`config.mk`:
```
export PLATFORM = sky130hd
export DESIGN_NAME = unos_broja
export DESIGN_NICKNAME = d
export VERILOG_FILES = /design/src/rtl/unos_broja.sv
export SDC_FILE = /design/constraint.sdc
export NUM_CORES = 1
export LEC_CHECK = 0
export BUFFER_PORTS_ARGS = -buffer_cell sky130_fd_sc_hd__buf_2
export CAP_MARGIN = 10
export CORE_ASPECT_RATIO = 0.5
export CORE_MARGIN = 2
export CORE_UTILIZATION = 51
export CTS_BUF_LIST = sky130_fd_sc_hd__clkbuf_4 sky130_fd_sc_hd__clkbuf_8 sky130_fd_sc_hd__clkbuf_16
export DETAILED_ROUTE_END_ITERATION = 12
export PLACE_DENSITY = 0.78
export SLEW_MARGIN = 40
export SYNTH_ARGS = -nofsm -noshare
export SYNTH_HDL_FRONTEND = slang
export SYNTH_SLANG_ARGS = --single-unit
```
`constraint.sdc`:
```
create_clock -name clk -period 2.5 [get_ports clk]
set_clock_uncertainty 0.05 [all_clocks]
set_input_delay 0.25 -clock clk [delete_from_list [all_inputs] [get_ports clk]]
set_output_delay 0.25 -clock clk [all_outputs]
set_load 0.03 [all_outputs]
```
`src/rtl/unos_broja.sv`:
```
// Keyboard number entry: filters PS/2 prefixes, collects up to two digits, hands the
// converted value to the consumer over valid/ready. Optional idle timeout: UNOS_TIMEOUT_EN.
module unos_broja #(
    parameter int TIMEOUT_CYCLES = 50_000_000
) (
    input  logic       clk,
    input  logic       rst_n,
    input  logic [7:0] scan_code,
    input  logic       scan_valid,
    output logic [7:0] key_code_1,
    output logic [7:0] key_code_2,
    input  logic [7:0] dekadski_broj,
    output logic [7:0] broj,
    output logic       broj_valid,
    input  logic       broj_ready,
    output logic [1:0] digit_count
);
    localparam logic [7:0] K_ZERO  = 8'h45;
    localparam logic [7:0] K_ENTER = 8'h5A;
    localparam logic [7:0] K_BKSP  = 8'h66;
    localparam logic [7:0] K_BRK   = 8'hF0;
    localparam logic [7:0] K_EXT   = 8'hE0;

    typedef enum logic [1:0] {PRAZNO, JEDAN, DVA, IZLAZ} state_t;

    function automatic logic is_digit(input logic [7:0] c);
        case (c)
            8'h45, 8'h16, 8'h1E, 8'h26, 8'h25,
            8'h2E, 8'h36, 8'h3D, 8'h3E, 8'h46: is_digit = 1'b1;
            default:                           is_digit = 1'b0;
        endcase
    endfunction

    state_t state, nxt;
    logic   brk;
    logic   evt, evt_digit, evt_enter, evt_bksp;
    logic   ld_digit, ld_bksp, ld_cap, ld_ack, ld_clr;
    logic   timeout;

    // A code is a key event only if it is neither a prefix nor the code after a break.
    assign evt       = scan_valid && !brk && scan_code != K_BRK && scan_code != K_EXT;
    assign evt_digit = evt && is_digit(scan_code);
    assign evt_enter = evt && scan_code == K_ENTER;
    assign evt_bksp  = evt && scan_code == K_BKSP;

    always_ff @(posedge clk or negedge rst_n) begin
        if (!rst_n) begin
            brk <= 1'b0;
        end else if (scan_valid) begin
            if (scan_code == K_BRK)      brk <= 1'b1;
            else if (scan_code != K_EXT) brk <= 1'b0;
        end
    end

`ifdef UNOS_TIMEOUT_EN
    localparam int TW = $clog2(TIMEOUT_CYCLES + 1);
    logic [TW-1:0] idle_cnt;

    always_ff @(posedge clk or negedge rst_n) begin
        if (!rst_n)
            idle_cnt <= '0;
        else if (scan_valid || !(state == JEDAN || state == DVA))
            idle_cnt <= '0;
        else
            idle_cnt <= idle_cnt + TW'(1);
    end

    assign timeout = (state == JEDAN || state == DVA) && !scan_valid &&
                     idle_cnt == TW'(TIMEOUT_CYCLES);
`else
    logic unused_timeout_cfg;
    assign unused_timeout_cfg = (TIMEOUT_CYCLES == 0);
    assign timeout = 1'b0;
`endif

    always_ff @(posedge clk or negedge rst_n) begin
        if (!rst_n) state <= PRAZNO;
        else        state <= nxt;
    end

    always_comb begin
        nxt = state;
        case (state)
            PRAZNO: if (evt_digit) nxt = JEDAN;
            JEDAN: begin
                if (timeout)        nxt = PRAZNO;
                else if (evt_digit) nxt = DVA;
                else if (evt_bksp)  nxt = PRAZNO;
                else if (evt_enter) nxt = IZLAZ;
            end
            DVA: begin
                if (timeout)        nxt = PRAZNO;
                else if (evt_bksp)  nxt = JEDAN;
                else if (evt_enter) nxt = IZLAZ;
            end
            IZLAZ: if (broj_ready) nxt = PRAZNO;
            default: nxt = PRAZNO;
        endcase
    end

    always_comb begin
        ld_digit = evt_digit && (state == PRAZNO || state == JEDAN);
        ld_bksp  = evt_bksp  && (state == JEDAN || state == DVA);
        ld_cap   = evt_enter && (state == JEDAN || state == DVA);
        ld_ack   = state == IZLAZ && broj_ready;
        ld_clr   = timeout || ld_ack;
    end

    // Unused stages hold the '0' code so the converter reads a leading zero.
    always_ff @(posedge clk or negedge rst_n) begin
        if (!rst_n) begin
            key_code_1  <= K_ZERO;
            key_code_2  <= K_ZERO;
            digit_count <= 2'd0;
            broj        <= 8'h00;
            broj_valid  <= 1'b0;
        end else begin
            if (ld_clr) begin
                key_code_1  <= K_ZERO;
                key_code_2  <= K_ZERO;
                digit_count <= 2'd0;
            end else if (ld_digit) begin
                key_code_1  <= key_code_2;
                key_code_2  <= scan_code;
                digit_count <= digit_count + 2'd1;
            end else if (ld_bksp) begin
                key_code_2  <= key_code_1;
                key_code_1  <= K_ZERO;
                digit_count <= digit_count - 2'd1;
            end
            if (ld_cap) begin
                broj       <= dekadski_broj;
                broj_valid <= 1'b1;
            end else if (ld_ack) begin
                broj_valid <= 1'b0;
            end
        end
    end
endmodule
```
==> out/results.tsv, run 1 <==
stage	metric	value	unit
status	status	finished clean	
cells_and_area	final_cell_mix	46 x buf_2, 24 x dfrtp_1, 16 x nand2_1	
global_route	grt_first_pass_wirelength	5.934	mm
logic_synthesis	synth_warnings	0	
power	ir_worst_vdd	0.5185	mV
setup_path	cp-start-kind	flop	
setup_path	crit_path_end	key_code_2[1]	
setup_path	reg2regPathDepth	7	
logic_synthesis	synthesis.nets	179	
setup_path	worst_ep_arrival_time	2.25	ns
clocking	htreeDepth	2	
cells_and_area	n_antenna_cell	0	
timing	finalSetupTns	0	ns
logic_synthesis	ys_ff_latch	30	
floorplan	fp.dieH	44.26	um
global_route	grt_overflow	0	
global_route	antenna_found_initial	0	
setup_path	cp-startpoint	state[0]	
clocking	root_buffer	clkbuf_8	
setup_path	r2r_slack	0.38	ns
place	io_buffer_count	46	
place	dpl.hpwl	2.585	mm
timing	fin_crit_sh	0.8484	
timing	slew_violations	0	
setup_path	worstPathMaxFanout	16	
detailed_routing	detail_route.vias_per_cell	5.663	
floorplan	rows	14	
timing	timing.hold.ws	0.1030	ns
detailed_routing	ant_nets	0	
floorplan	io_pins	47	
logic_synthesis	ys_seq_area_frac	0.4587	
timing	finalSetupViolations	0	
floorplan	dieArea	0.003740	sq mm
clocking	numCtsBuffers	5	
logic_synthesis	synth_area_per_cell	10.73	sq um
clocking	clk_path_buf_depth	2	
floorplan	start_util	0.5423	
logic_synthesis	ys_types	48	
logic_synthesis	synthCells	154	
setup_path	rr_startpoint	state[0]	
run	maxCapViolCount	0	
timing	rsz0062_at_grt	no	
global_route	grt_start_max_net_pins	31	
place	place_ws	0.4166	ns
logic_synthesis	synth_edf_count	0	
power	power.density	971.3	mW/mm^2
timing	tightestPinTransition	0.6585	ns
cells_and_area	nets	227	
global_route	grt_usage	0.2113	
timing	setup_slack	0.3790	ns
timing	hold_viol_final	0	
setup_path	r2r_end	key_code_2[1]	
clocking	insertion_delay	0.28	ns
floorplan	coreArea	0.003048	sq mm
setup_path	crit_path_end_kind	flop	
timing	maxSlewHeadroom	0.5610	
power	cellLeakagePower	1.045	nW
logic_synthesis	async_flop_share	1.000	
timing	fmax	471.5	MHz
hold_path	hold_path_class	input pin to flop	
detailed_routing	wl	3.670	mm
cells_and_area	final_common_cell	buf_2	
clocking	cts_tree	built	
setup_path	criticalPathCategory	flop to flop	
cells_and_area	drive_gt1_frac	0.4039	
detailed_routing	wl_per_cell	15.10	um
logic_synthesis	netlist_area	0.001653	sq mm
clocking	clk_pin_slew_worst_paths	0.07	ns
clocking	post_cts_buffers	0	
detailed_routing	drc_errors	0	
place	finalWeightedCongestion	0.7874	
cells_and_area	area_growth	20.67	%
setup_path	crit_required	2.63	ns
detailed_routing	vias	1376	
global_route	grt_pass1_vias	1262	
floorplan	die_w	84.51	um
detailed_routing	firstDrtPassIters	4	
clocking	cts_sinks	30	
detailed_routing	drt_iter0_drc	67	
logic_synthesis	ys.flop_type	dfrtp_1	
timing	layout_min_cycle_time	2.121	ns
logic make-up (layout without fill, tap and decap cells):
| group | after synthesis | count (layout) | share of synthesized area |
|---|---|---|---|
| muxes | 16 | 16 | 0.1030 |
| buffers and inverters | 10 | 59 | 0.03936 |
| and+or+nand+nor | 56 | 56 | 0.1976 |
| adders and majority gates | 5 | 5 | 0.03785 |
| DFF | 30 | 30 | 0.4587 |
| AOI/OAI and AO/OA | 35 | 35 | 0.1529 |
| xor gates and xnor gates | 2 | 2 | 0.01060 |
through the flow:
stage	util	total power, mW	instance area (sq um)	std cells
4_1_cts	0.6544	1.947	1994	243
6_report	0.6544	1.937	1994	243
3_3_place_gp	0.6190	1.488	1887	234
3_5_place_dp	0.6190	1.510	1887	234
5_1_grt	0.6544	2.041	1994	243
2_1_floorplan	-	1.295	1653	154
worst max-delay path, cell delays in order (launching register included):
cell and delay (ns):
dfrtp_1 0.42, inv_1 0.11, ha_1 0.28, o21a_1 0.22
o211ai_2 0.10, or2_1 0.48, nor2_1 0.10, a211oi_1 0.26
area by class of cell:
type	instances	area, sq um
Clock buffer	8	97.59
Fill cell	255	1054
Inverter	3	11.26
Multi-Input combinational cell	114	829.5
Sequential cell	30	758.2
Tap cell	40	50.05
Timing Repair Buffer	48	247.7
worst min-delay path by stage:
stage | startpoint | end | slack (ns) | cells past startpoint
2_1_floorplan | rst_n | brk | -0.1 | 0
3_3_place_gp | rst_n | broj[7] | 0.26 | 1
3_5_place_dp | rst_n | broj[3] | 0.27 | 1
4_1_cts | scan_valid | brk | 0.10 | 2
5_1_grt | scan_valid | brk | 0.11 | 2
6_report | scan_valid | brk | 0.10 | 2
per-layer routing:
metal / vias up / global-route usage / part of all wire
met4: 0 / 0.08254 / 0.020
li1: 656 / - / -
met3: 9 / 0.06343 / 0.055
met5: - / 0 / 0
met2: 42 / 0.3606 / 0.50
met1: 669 / 0.2608 / 0.43
registers in the layout (all words and copies together) (netlist names):
name         cells
digit_count      2
brk              1
broj             8
key_code_2       8
key_code_1       8
state            2
broj_valid       1
synth_stat cells (2+ instances only):
| cell | n | area [sq um] |
|---|---|---|
| inv_1 | 3 | 11.26 |
| a211oi_1 | 5 | 37.54 |
| nor3_1 | 3 | 15.01 |
| nor4bb_1 | 2 | 20.02 |
| and2_1 | 2 | 12.51 |
| nor2_1 | 12 | 45.04 |
| mux2i_1 | 8 | 80.08 |
| dfstp_2 | 6 | 157.7 |
| o22ai_1 | 3 | 18.77 |
| nand2_1 | 16 | 60.06 |
| mux2_2 | 8 | 90.09 |
| nand3_1 | 6 | 30.03 |
| buf_6 | 3 | 33.78 |
| nor3b_1 | 2 | 15.01 |
| o21ai_0 | 4 | 20.02 |
| a21oi_1 | 11 | 55.05 |
| dfrtp_1 | 24 | 600.6 |
| and3_1 | 2 | 12.51 |
| ha_1 | 5 | 62.56 |
power breakdown:
group	internal, mW	total [mW]	switching, mW
logic	0.265	0.748	0.483
registers	0.653	0.760	0.107
clock network	0.246	0.430	0.184
total	1.16	1.94	0.773
timing repair:
item / CTS / global route
hold buffers: 1 / 0
hold endpoints to repair: 24 / 0
gates resized for setup: 0 / 0
No activity file was read; power rests on OpenSTA's default activity.
==> run 2, diff against run 1 <==
- ABC_AREA: default -> 1
- clock period: 2.5 -> 2 ns (I/O delays scaled with it)
==> out/results.tsv, run 2 <==
stage	metric	value	unit	change
cells_and_area	multiInputGateArea	809.5	sq um	-2.4%
logic_synthesis	ys_ff_latch	30		unchanged
cells_and_area	reg.largest.list	broj: 8 flops, key_code_1: 8 flops, key_code_2: 8 flops		
timing	tightestPinTransition	0.6705	ns	+0.01198 ns
global_route	grt_start_max_net_pins	31		unchanged
detailed_routing	firstDrtPassIters	5		+1
logic_synthesis	synth_area_per_cell	7.909	sq um	-26%
timing	timing.hold.ws	0.06938	ns	-0.03359 ns
power	ir_worst_vdd	0.6054	mV	+17%
status	status	finished clean		
timing	fmax	551.0	MHz	+17%
clocking	clk_path_buf_depth	2		unchanged
timing	rsz0062_at_grt	no		
timing	finalSetupTns	0	ns	unchanged
global_route	grt_pass1_vias	1395		+11%
place	dpl.hpwl	2.641	mm	+2.2%
cells_and_area	n_antenna_cell	0		unchanged
detailed_routing	detail_route.vias_per_cell	4.836		-15%
floorplan	rows	14		unchanged
clocking	cts-resized-gates	0		unchanged
clocking	insertion_delay	0.28	ns	about the same
logic_synthesis	yosys.cell_count.top_type	nand2_1		
clocking	cts_sinks	30		unchanged
cells_and_area	final_cell_mix	80 x nand2_1, 46 x buf_2, 30 x nor2_1		
detailed_routing	ant_nets	0		unchanged
cells_and_area	fill_cells	251		-1.6%
cells_and_area	nets	289		+27%
floorplan	io_pins	47		unchanged
global_route	grt_use_met2	0.3578		-0.002817
timing	maxSlewHeadroom	0.5530		-0.007984
run	maxCapViolCount	0		unchanged
detailed_routing	wl	3.588	mm	-2.2%
timing	fin_crit_sh	0.9075		+0.05905
place	finalWeightedCongestion	0.9040		+15%
timing	layout_min_cycle_time	1.815	ns	-0.3061 ns
logic_synthesis	synth_largest_area_cell	dfrtp_1		
power	cellLeakagePower	1.212	nW	+16%
detailed_routing	drt_iter0_drc	40		-40%
floorplan	start_util	0.5469		+0.004656
logic_synthesis	yosys-top-cells-area	dfrtp_1 36%, nand2_1 18%, dfstp_2 9.4%		
setup_path	crit_path_end_kind	flop		
clocking	clk_pin_slew_worst_paths	0.07	ns	about the same
hold_path	hold_path_class	input pin to flop		
logic_synthesis	ys_types	24		-50%
logic_synthesis	synth_warnings	0		unchanged
clocking	cts_tree	built		
timing	hold_viol_final	0		unchanged
setup_path	criticalPathCategory	flop to flop		
global_route	grt_first_pass_wirelength	5.968	mm	+0.57%
timing	slew_violations	0		unchanged
cells_and_area	area_growth	22.69	%	
detailed_routing	drc_errors	0		unchanged
cells_and_area	final_common_cell	nand2_1		
power	power.density	1109	mW/mm^2	+14%
cells_and_area	drive_gt1_frac	0.3144		-0.08955
logic_synthesis	synthCells	212		+38%
global_route	met3_usage	0.06157		-0.001866
logic_synthesis	synth_edf_count	0		unchanged
global_route	grt_usage	0.2046		-0.006698
cells_and_area	ff_latch_area	758.2	sq um	unchanged
timing	finalSetupViolations	0		unchanged
detailed_routing	wl_per_cell	11.80	um	-22%
floorplan	die_w	85.09	um	+0.68%
power	power	2.281	mW	+18%
floorplan	fp.dieH	44.55	um	+0.66%
detailed_routing	vias	1470		+6.8%
setup_path	worstPathMaxFanout	16		unchanged
global_route	grt_util_met1	0.2530		-0.007810
setup_path	worst_ep_arrival_time	1.97	ns	-0.28 ns
logic_synthesis	synthesis.nets	237		+32%
floorplan	dieArea	0.003790	sq mm	+1.3%
floorplan	coreArea	0.003065	sq mm	+0.57%
global_route	antenna_found_initial	0		unchanged
setup_path	crit_required	2.15	ns	-0.48 ns
global_route	grt.busiest_layer	met2		
logic_synthesis	ys.flop_type	dfrtp_1		
clocking	htreeDepth	2		unchanged
logic_synthesis	netlist_area	0.001677	sq mm	+1.4%
global_route	grt_overflow	0		unchanged
logic_synthesis	async_flop_share	1.000		unchanged
clocking	root_buffer	clkbuf_8		
place	io_buffer_count	46		unchanged
logic_synthesis	synth_top_area_frac	0.3582		-0.005152
logic_synthesis	ys_seq_area_frac	0.4522		-0.006505
setup_path	cp-start-kind	flop		
clocking	numCtsBuffers	5		unchanged
logic_synthesis	ys_top_cells_by_count	80 x nand2_1, 30 x nor2_1, 24 x dfrtp_1, 18 x inv_1, 9 x nand3_1		
-- run 2: cell types whose count changed in the layout (fill, tap and decap cells not counted), moves of 5 or more --
cell	change
inv_1	+15
nand2_1	+64
a21oi_1	-7
inv_2	+5
mux2i_1	-8
o21ai_1	+5
a211oi_1	-5
nor2_1	+18
-- run 2: report_power, final --
part / switching (mW) / internal [mW]
clock network: 0.224 / 0.398
registers: 0.101 / 0.777
logic: 0.532 / 0.248
total: 0.858 / 1.42
-- run 2: worst paths after layout --
kind | slack, ns | endpoint | depth (start not counted) | start
min reg2reg | 0.44 | broj_valid | 2 | broj_valid
max in group asynchronous | 1.02 | broj[1] | 2 | rst_n
max reg2reg | 0.19 | digit_count[0] | 9 | state[1]
min in group asynchronous | 0.44 | brk | 2 | rst_n
max | 0.19 | digit_count[0] | 9 | state[1]
min | 0.07 | brk | 2 | scan_valid
-- run 2: stage by stage --
step                setup WS [ns]  utilization  cells  instance area (sq um)
finish                     0.1851       0.6710    304                   2057
global route              0.06217       0.6710    304                   2057
CTS                        0.1842       0.6710    304                   2057
detailed placement         0.2111       0.6310    296                   1934
global placement           0.2728       0.6310    296                   1934
floorplan                  0.4605            -    212                   1677
-- run 2: final cells by class --
type / count / area share
clock buffer: 6 / 0.04015
clock inverter: 1 / 0.01460
inverter: 23 / 0.04197
multi-input combinational: 157 / 0.3936
sequential: 30 / 0.3686
tap: 40 / 0.02433
timing repair buffer: 47 / 0.1168
-- run 2: repair_timing --
action / CTS / global route
hold endpoints to repair: 24 / 0
hold buffers: 1 / 0
setup buffers: 0 / 0
-- run 2: worst max-delay path, stage by stage, from the launching register on --
cell	delay, ns
dfrtp_1	0.41
inv_1	0.11
ha_1	0.23
inv_1	0.09
nand2_1	0.17
nand2_8	0.19
nand3_4	0.14
inv_2	0.19
nand2_1	0.07
o21ai_1	0.08
-- run 2: cell families (layout without fill, tap and decap cells) --
kind of cell             after synthesis  in the layout  synth area share
multiplexers                           8              8           0.05373
XOR/XNOR                               1              1          0.005225
flip-flops                            30             30            0.4522
AND/OR/NAND/NOR                      130            130            0.3448
AO/OA/AOI/OAI                         13             13           0.04179
buffers and inverters                 25             77           0.06492
adder cells (fa/ha/maj)                5              5           0.03731
-- run 2: per-layer routing --
| layer | routed length, um | up-vias | part of all wire |
|---|---|---|---|
| met4 | 24 | 0 | 0.0067 |
| li1 | - | 761 | - |
| met3 | 205 | 6 | 0.057 |
| met1 | 1673 | 666 | 0.47 |
| met2 | 1684 | 37 | 0.47 |
| met5 | 0 | - | 0 |
